===== src/rtl/apb_pkg.sv =====
// Shared APB definitions: master FSM states, default bus widths and
// transfer-direction encodings common to apb_master and apb_slave.
package apb_pkg;

   localparam int unsigned APB_ADDR_WIDTH = 32;
   localparam int unsigned APB_DATA_WIDTH = 32;

   // Direction encoding on rd0_wr1 / pwrite.
   localparam logic APB_RD = 1'b0;
   localparam logic APB_WR = 1'b1;

   typedef enum logic [1:0] {
      IDLE   = 2'd0,
      SETUP  = 2'd1,
      ACCESS = 2'd2
   } apb_mst_state_t;

endpackage


===== src/rtl/apb_master_if.sv =====
// Initiator request channel plus APB requester bus of the apb_master bridge.
// The master modport is the bridge's view; the slave modport is the
// environment (initiator + APB peripheral) view.
interface apb_master_if
   import apb_pkg::*;
#(
   parameter int unsigned ADDR_WIDTH = APB_ADDR_WIDTH,
   parameter int unsigned DATA_WIDTH = APB_DATA_WIDTH
);

   // initiator side
   logic                  i_valid;
   logic                  o_ready;
   logic [ADDR_WIDTH-1:0] i_addr;
   logic                  i_rd0_wr1;
   logic [DATA_WIDTH-1:0] i_wr_data;
   logic                  o_rd_valid;
   logic [DATA_WIDTH-1:0] o_rd_data;
   logic                  o_done;
   logic                  o_err;

   // APB side
   logic                  o_psel;
   logic                  o_penable;
   logic                  o_pwrite;
   logic [ADDR_WIDTH-1:0] o_paddr;
   logic [DATA_WIDTH-1:0] o_pwdata;
   logic [DATA_WIDTH-1:0] i_prdata;
   logic                  i_pready;
   logic                  i_pslverr;

   modport master (
      input  i_valid, i_addr, i_rd0_wr1, i_wr_data,
      input  i_prdata, i_pready, i_pslverr,
      output o_ready, o_rd_valid, o_rd_data, o_done, o_err,
      output o_psel, o_penable, o_pwrite, o_paddr, o_pwdata
   );

   modport slave (
      output i_valid, i_addr, i_rd0_wr1, i_wr_data,
      output i_prdata, i_pready, i_pslverr,
      input  o_ready, o_rd_valid, o_rd_data, o_done, o_err,
      input  o_psel, o_penable, o_pwrite, o_paddr, o_pwdata
   );

endinterface


===== src/rtl/apb_timeout_cnt.sv =====
// Saturating ACCESS-phase wait counter. o_expired flags the last permitted
// wait cycle; it is tied low when TIMEOUT_CYCLES = 0 (timeout disabled).
module apb_timeout_cnt #(
   parameter int unsigned TIMEOUT_CYCLES = 16
) (
   input  logic i_clk_apb,
   input  logic i_rstn_apb,
   input  logic i_clr,
   input  logic i_en,
   output logic o_expired
);

   localparam int unsigned CW       = (TIMEOUT_CYCLES > 0) ? $clog2(TIMEOUT_CYCLES + 1) : 1;
   localparam int unsigned LAST_INT = (TIMEOUT_CYCLES > 0) ? TIMEOUT_CYCLES - 1 : 0;
   localparam logic [CW-1:0] LAST   = CW'(LAST_INT);

   logic [CW-1:0] cnt_q, cnt_d;

   // Next count: clear has priority, increment saturates at all-ones.
   always_comb begin
      cnt_d = cnt_q;
      if (i_clr) begin
         cnt_d = '0;
      end else if (i_en && (cnt_q != '1)) begin
         cnt_d = cnt_q + CW'(1);
      end
   end

   // Count register.
   always_ff @(posedge i_clk_apb or negedge i_rstn_apb) begin
      if (!i_rstn_apb) cnt_q <= '0;
      else             cnt_q <= cnt_d;
   end

   assign o_expired = (TIMEOUT_CYCLES != 0) && (cnt_q == LAST);

endmodule


===== src/rtl/apb_master.sv =====
// APB requester bridge: takes one valid/ready request at a time, runs it as
// an APB SETUP/ACCESS transfer, and reports completion, error and read data.
module apb_master
   import apb_pkg::*;
#(
   parameter int unsigned ADDR_WIDTH     = APB_ADDR_WIDTH,
   parameter int unsigned DATA_WIDTH     = APB_DATA_WIDTH,
   parameter int unsigned TIMEOUT_CYCLES = 16
) (
   input  logic        i_clk_apb,
   input  logic        i_rstn_apb,
   apb_master_if.master bus
);

   apb_mst_state_t        state_q, state_d;
   logic                  psel_q, psel_d;
   logic                  penable_q, penable_d;
   logic                  pwrite_q, pwrite_d;
   logic [ADDR_WIDTH-1:0] paddr_q, paddr_d;
   logic [DATA_WIDTH-1:0] pwdata_q, pwdata_d;
   logic [DATA_WIDTH-1:0] rd_data_q, rd_data_d;
   logic                  rd_valid_q, rd_valid_d;
   logic                  done_q, done_d;
   logic                  err_q, err_d;
   logic                  cnt_clr, cnt_en, cnt_expired;

   apb_timeout_cnt #(
      .TIMEOUT_CYCLES (TIMEOUT_CYCLES)
   ) u_timeout_cnt (
      .i_clk_apb  (i_clk_apb),
      .i_rstn_apb (i_rstn_apb),
      .i_clr      (cnt_clr),
      .i_en       (cnt_en),
      .o_expired  (cnt_expired)
   );

   // Next-state and registered-output logic for the IDLE/SETUP/ACCESS FSM.
   always_comb begin
      // NOTE: every signal gets a default before the case so no path leaves
      // one unassigned, which would otherwise infer a latch.
      state_d    = state_q;
      psel_d     = psel_q;
      penable_d  = penable_q;
      pwrite_d   = pwrite_q;
      paddr_d    = paddr_q;
      pwdata_d   = pwdata_q;
      rd_data_d  = rd_data_q;
      rd_valid_d = 1'b0;
      done_d     = 1'b0;
      err_d      = 1'b0;
      cnt_clr    = 1'b0;
      cnt_en     = 1'b0;

      unique case (state_q)
         IDLE: begin
            if (bus.i_valid) begin
               paddr_d  = bus.i_addr;
               pwrite_d = (bus.i_rd0_wr1 == APB_WR);
               pwdata_d = bus.i_wr_data;
               psel_d   = 1'b1;
               state_d  = SETUP;
            end
         end
         SETUP: begin
            penable_d = 1'b1;
            cnt_clr   = 1'b1;
            state_d   = ACCESS;
         end
         ACCESS: begin
            if (bus.i_pready) begin
               psel_d    = 1'b0;
               penable_d = 1'b0;
               done_d    = 1'b1;
               err_d     = bus.i_pslverr;
               state_d   = IDLE;
               if (pwrite_q == APB_RD) begin
                  rd_valid_d = 1'b1;
                  rd_data_d  = bus.i_prdata;
               end
            end else if (cnt_expired) begin
               // Peripheral never answered: abort and report an error.
               psel_d    = 1'b0;
               penable_d = 1'b0;
               done_d    = 1'b1;
               err_d     = 1'b1;
               state_d   = IDLE;
               if (pwrite_q == APB_RD) begin
                  rd_valid_d = 1'b1;
                  rd_data_d  = '0;
               end
            end else begin
               cnt_en = 1'b1;
            end
         end
         default: state_d = IDLE;
      endcase
   end

   // State and output registers; reset drops the bus immediately.
   always_ff @(posedge i_clk_apb or negedge i_rstn_apb) begin
      // NOTE: non-blocking assignments so every flop samples pre-edge values.
      if (!i_rstn_apb) begin
         state_q    <= IDLE;
         psel_q     <= 1'b0;
         penable_q  <= 1'b0;
         pwrite_q   <= 1'b0;
         paddr_q    <= '0;
         pwdata_q   <= '0;
         rd_data_q  <= '0;
         rd_valid_q <= 1'b0;
         done_q     <= 1'b0;
         err_q      <= 1'b0;
      end else begin
         state_q    <= state_d;
         psel_q     <= psel_d;
         penable_q  <= penable_d;
         pwrite_q   <= pwrite_d;
         paddr_q    <= paddr_d;
         pwdata_q   <= pwdata_d;
         rd_data_q  <= rd_data_d;
         rd_valid_q <= rd_valid_d;
         done_q     <= done_d;
         err_q      <= err_d;
      end
   end

   assign bus.o_ready    = (state_q == IDLE);
   assign bus.o_psel     = psel_q;
   assign bus.o_penable  = penable_q;
   assign bus.o_pwrite   = pwrite_q;
   assign bus.o_paddr    = paddr_q;
   assign bus.o_pwdata   = pwdata_q;
   assign bus.o_rd_data  = rd_data_q;
   assign bus.o_rd_valid = rd_valid_q;
   assign bus.o_done     = done_q;
   assign bus.o_err      = err_q;

endmodule


===== src/flat_wrapper.sv =====
// flat-port wrapper written by rule: the top's interface ports become plain ports
module apb_master_flat import apb_pkg::*;
#(
   parameter int unsigned ADDR_WIDTH     = APB_ADDR_WIDTH,
   parameter int unsigned DATA_WIDTH     = APB_DATA_WIDTH,
   parameter int unsigned TIMEOUT_CYCLES = 16
)
  (i_clk_apb, i_rstn_apb, bus_i_valid, bus_i_addr, bus_i_rd0_wr1, bus_i_wr_data, bus_i_prdata, bus_i_pready, bus_i_pslverr, bus_o_ready, bus_o_rd_valid, bus_o_rd_data, bus_o_done, bus_o_err, bus_o_psel, bus_o_penable, bus_o_pwrite, bus_o_paddr, bus_o_pwdata);
  apb_master_if #(.ADDR_WIDTH(ADDR_WIDTH), .DATA_WIDTH(DATA_WIDTH)) bus_i ();
  input  logic i_clk_apb;
  input  logic i_rstn_apb;
  input wire logic [$bits(bus_i.i_valid)-1:0] bus_i_valid;
  input wire logic [$bits(bus_i.i_addr)-1:0] bus_i_addr;
  input wire logic [$bits(bus_i.i_rd0_wr1)-1:0] bus_i_rd0_wr1;
  input wire logic [$bits(bus_i.i_wr_data)-1:0] bus_i_wr_data;
  input wire logic [$bits(bus_i.i_prdata)-1:0] bus_i_prdata;
  input wire logic [$bits(bus_i.i_pready)-1:0] bus_i_pready;
  input wire logic [$bits(bus_i.i_pslverr)-1:0] bus_i_pslverr;
  output wire logic [$bits(bus_i.o_ready)-1:0] bus_o_ready;
  output wire logic [$bits(bus_i.o_rd_valid)-1:0] bus_o_rd_valid;
  output wire logic [$bits(bus_i.o_rd_data)-1:0] bus_o_rd_data;
  output wire logic [$bits(bus_i.o_done)-1:0] bus_o_done;
  output wire logic [$bits(bus_i.o_err)-1:0] bus_o_err;
  output wire logic [$bits(bus_i.o_psel)-1:0] bus_o_psel;
  output wire logic [$bits(bus_i.o_penable)-1:0] bus_o_penable;
  output wire logic [$bits(bus_i.o_pwrite)-1:0] bus_o_pwrite;
  output wire logic [$bits(bus_i.o_paddr)-1:0] bus_o_paddr;
  output wire logic [$bits(bus_i.o_pwdata)-1:0] bus_o_pwdata;
  assign bus_i.i_valid = bus_i_valid;
  assign bus_i.i_addr = bus_i_addr;
  assign bus_i.i_rd0_wr1 = bus_i_rd0_wr1;
  assign bus_i.i_wr_data = bus_i_wr_data;
  assign bus_i.i_prdata = bus_i_prdata;
  assign bus_i.i_pready = bus_i_pready;
  assign bus_i.i_pslverr = bus_i_pslverr;
  assign bus_o_ready = bus_i.o_ready;
  assign bus_o_rd_valid = bus_i.o_rd_valid;
  assign bus_o_rd_data = bus_i.o_rd_data;
  assign bus_o_done = bus_i.o_done;
  assign bus_o_err = bus_i.o_err;
  assign bus_o_psel = bus_i.o_psel;
  assign bus_o_penable = bus_i.o_penable;
  assign bus_o_pwrite = bus_i.o_pwrite;
  assign bus_o_paddr = bus_i.o_paddr;
  assign bus_o_pwdata = bus_i.o_pwdata;
  apb_master #(.ADDR_WIDTH(ADDR_WIDTH), .DATA_WIDTH(DATA_WIDTH), .TIMEOUT_CYCLES(TIMEOUT_CYCLES)) u_core (.i_clk_apb(i_clk_apb), .i_rstn_apb(i_rstn_apb), .bus(bus_i));
endmodule

===== config.mk =====
export PLATFORM = sky130hd
export DESIGN_NAME = apb_master_flat
export DESIGN_NICKNAME = d
export VERILOG_FILES = /design/src/rtl/apb_pkg.sv /design/src/rtl/apb_master_if.sv /design/src/rtl/apb_timeout_cnt.sv /design/src/rtl/apb_master.sv /design/src/flat_wrapper.sv
export SDC_FILE = /design/constraint.sdc
export NUM_CORES = 1
export LEC_CHECK = 0
export ABC_AREA = 1
export CORE_ASPECT_RATIO = 0.8
export CORE_MARGIN = 2
export CORE_UTILIZATION = 43
export CTS_BUF_LIST = sky130_fd_sc_hd__clkbuf_2 sky130_fd_sc_hd__clkbuf_4 sky130_fd_sc_hd__clkbuf_8
export DETAILED_ROUTE_END_ITERATION = 7
export PLACE_DENSITY = 0.9
export REMOVE_ABC_BUFFERS = 1
export SYNTH_ARGS = -nofsm -noshare
export SYNTH_HDL_FRONTEND = slang
export SYNTH_SLANG_ARGS = --single-unit

===== constraint.sdc =====
create_clock -name i_clk_apb -period 1.8 [get_ports i_clk_apb]
set_input_delay 0.54 -clock i_clk_apb [delete_from_list [all_inputs] [get_ports i_clk_apb]]
set_output_delay 0.54 -clock i_clk_apb [all_outputs]
set_load 0.02 [all_outputs]

==> summary.md <==
| Metric | Value |
|---|---|
| Outcome | `complete, no violations` |
| GRT Util Overall | `0.202` |
| Pre-Repair DR Iteration Count | `4` |
| Reg-to-reg startpoint | `u_core.u_timeout_cnt.cnt_q[0]$_DFFE_PN0P_` |
| Crit path from | `u_core.state_q[1]$_DFFE_PN0P_` |
| Hold_ws | `17.4 ps` |
| Worst Setup End Kind | `output port` |
| Vias per std cell | `4.78` |
| Final hold vios | `0` |
| Startpoint types | `flop` |
| DRC viols | `0` |
| First-pass GRT wire length | `17800 um` |
| Worst skew pair latency | `360 ps` |
| Final min period | `1710 ps` |
| Routed WL | `11500 um` |
| Filler instances | `813` |
| DP HPWL | `8860 um` |
| Initial DRC Count | `140` |
| Grt total ovfl | `0` |
| H-Tree Depth | `3` |
| Post-Syn Area | `4470 um2` |
| Antenna viol nets, final | `0` |
| Area grow syn2layout | `53.8%` |
| Vias in the first global route | `3581` |
| Worst Path Max Fanout | `2` |
| Starting density of the core | `0.438` |
| Critical Path RT | `1260 ps` |
| Synth Register Bits | `109` |
| Clock tree buffer depth | `2` |
| Routability cong. | `0.785` |
| IO Port Bufs | `204` |
| WL/cell | `15.9 um` |
| Initial antenna violation count | `0` |
| Die area | `11200 um2` |
| Max-Cap Viols | `0` |
| Die Y | `95.2 um` |
| LEAKAGE | `3.28 nW` |
| Hold Crit Class | `input pin to asynchronous set/reset pin` |
| Post-Syn Instances | `358` |
| Fin. max-slew vios | `0` |
| Final clock skew | `8.55 ps` |
| Root Buffer Master | `clkbuf_8` |
| Reg clk slew, reported paths | `100 ps` |
| CTS Buf Count | `9` |
| Peak supply drop | `0.845 mV` |
| CTS tree | `built` |
| Pin count of the biggest net entering global routing | `50` |
| Critical path class | `flop to output port` |
| Routed via count | `3461` |
| Die Wd | `118 um` |
| Period utilization | `0.947` |
| Synth Area per Inst | `12.5 um2` |
| Row cnt | `33` |
| YS warnings | `0` |
| Register area share after synthesis | `0.610` |
| Least-Margin Pin Slew | `266 ps` |
| CP arrival | `1170 ps` |
| Core footprint | `10200 um2` |
| I/O Pins | `205` |
| Netlist cell types | `21` |
| N_diodes | `0` |
| Setup violators final | `0` |
| Max Clock Freq | `586 MHz` |
| PD cells | `1500 nW/um2` |
| Clock Sinks | `109` |
| Cells after DPL | `705` |
| Layout cell share with drive strength beyond 1 | `0.243` |
| Finished Layout Cells | `724` |
| Max-slew headroom | `0.823` |
| Final nets | `689` |
## state kept, by name, summed over array words and instances (netlist names)
| register | cells |
|---|---|
| u_core.bus.o_paddr | 32 |
| u_core.bus.o_pwdata | 32 |
| u_core.bus.o_rd_data | 32 |
| u_core.u_timeout_cnt.cnt_q | 5 |
| u_core.state_q | 2 |
| u_core.bus.o_done | 1 |
| u_core.bus.o_err | 1 |
| u_core.bus.o_penable | 1 |
| u_core.bus.o_psel | 1 |
| u_core.bus.o_pwrite | 1 |
| u_core.bus.o_rd_valid | 1 |
## critical path: stages, from the launching register on
cell	delay (ps)
dfrtp_1	400
inv_1	90
ha_2	180
buf_4	140
## per-stage QoR
| step | power [W] | instance area (um2) | setup TNS (ps) | setup slack [ps] | utilization |
|---|---|---|---|---|---|
| CTS | 0.0104 | 6800 | 0 | 43.8 | 0.667 |
| finish | 0.0103 | 6880 | 0 | 94.9 | 0.675 |
| global route | 0.0109 | 6880 | -0.423 | -0.423 | 0.675 |
| global placement | 0.00946 | 6740 | -3030 | -45.5 | 0.661 |
| floorplan | 0.00678 | 4320 | -70310 | -904 | - |
| detailed placement | 0.00970 | 6740 | -5560 | -96.8 | 0.661 |
## cell families after synthesis
| group | synth area share |
|---|---|
| flip-flops | 0.610 |
| AND/OR/NAND/NOR | 0.0876 |
| multiplexers | 0.161 |
| AO/OA/AOI/OAI | 0.0691 |
| buffers and inverters | 0.0498 |
| adder cells (fa/ha/maj) | 0.0224 |
## placed cells by master, fill, tap and decap left out, types with 2 or more instances in the layout
master	Yosys	final
nand2_1	81	80
clkbuf_8	0	9
dlygate4sd2_1	0	102
mux2_2	64	64
o21ai_1	10	12
o21ai_2	23	24
inv_2	2	2
nor2_1	7	5
inv_1	16	16
clkdlybuf4s50_1	0	100
inv_6	0	3
dfrtp_1	109	109
o21ai_0	8	5
buf_12	0	4
nand3_1	4	4
nor2_4	2	4
ha_1	8	6
buf_4	0	20
a21oi_1	2	2
## per-layer routing
metal	share of wire	up-vias	wire [um]	GRT usage
met2	0.55	108	6350	0.377
li1	-	1621	-	-
met1	0.39	1718	4520	0.235
met4	0.011	0	122	0.0492
met3	0.046	14	532	0.0538
met5	0	-	0	0
## Yosys cell counts, drive strengths merged
library cell / n / area share
or2: 1 / 0.0014
ha: 8 / 0.022
mux2: 64 / 0.16
dfrtp: 109 / 0.61
o21bai: 1 / 0.0017
clkbuf: 4 / 0.0036
nand3: 4 / 0.0045
inv: 18 / 0.015
buf: 14 / 0.031
nand2: 82 / 0.069
nor2: 10 / 0.012
a21oi: 2 / 0.0022
o21ai: 41 / 0.065
## layout make-up
type                       count  area [um2]  share of cell area
sequential                   109        2730               0.397
inverter                      18        67.6             0.00982
multi-input combinational    213        1560               0.227
tap                          140         175              0.0255
clock inverter                 6        53.8             0.00782
timing repair buffer         228        2160               0.314
clock buffer                  10         131              0.0191
## where the power goes
group / total (W) / internal, W / switching (W)
Combinational: 0.00495 / 0.00228 / 0.00268
Clock: 0.00141 / 0.000548 / 0.000867
Sequential: 0.00395 / 0.00346 / 0.000494
## path summary, 6_finish.rpt
| path | cells past startpoint | to | slack, ps |
|---|---|---|---|
| worst max-delay path | 3 | bus_o_ready | 90 |
| worst min-delay path | 1 | u_core.bus.o_rd_data[31]$_DFFE_PN0P_ | 20 |
| worst max register to register | 10 | u_core.bus.o_rd_data[9]$_DFFE_PN0P_ | 120 |
| worst min register to register | 2 | u_core.bus.o_rd_data[2]$_DFFE_PN0P_ | 490 |
| max in group asynchronous | 2 | u_core.bus.o_paddr[12]$_DFFE_PN0P_ | 1260 |
| min in group i_clk_apb | 2 | u_core.bus.o_rd_data[2]$_DFFE_PN0P_ | 490 |
## timing repair
action / in CTS / in global routing
gates resized for setup: 108 / 12
endpoints found under the setup margin: 114 / 40
gates cloned: 0 / 1
hold buffers: 0 / 0
buffers inserted: 0 / 2
Note: power is estimated with default switching activity, not from simulation.
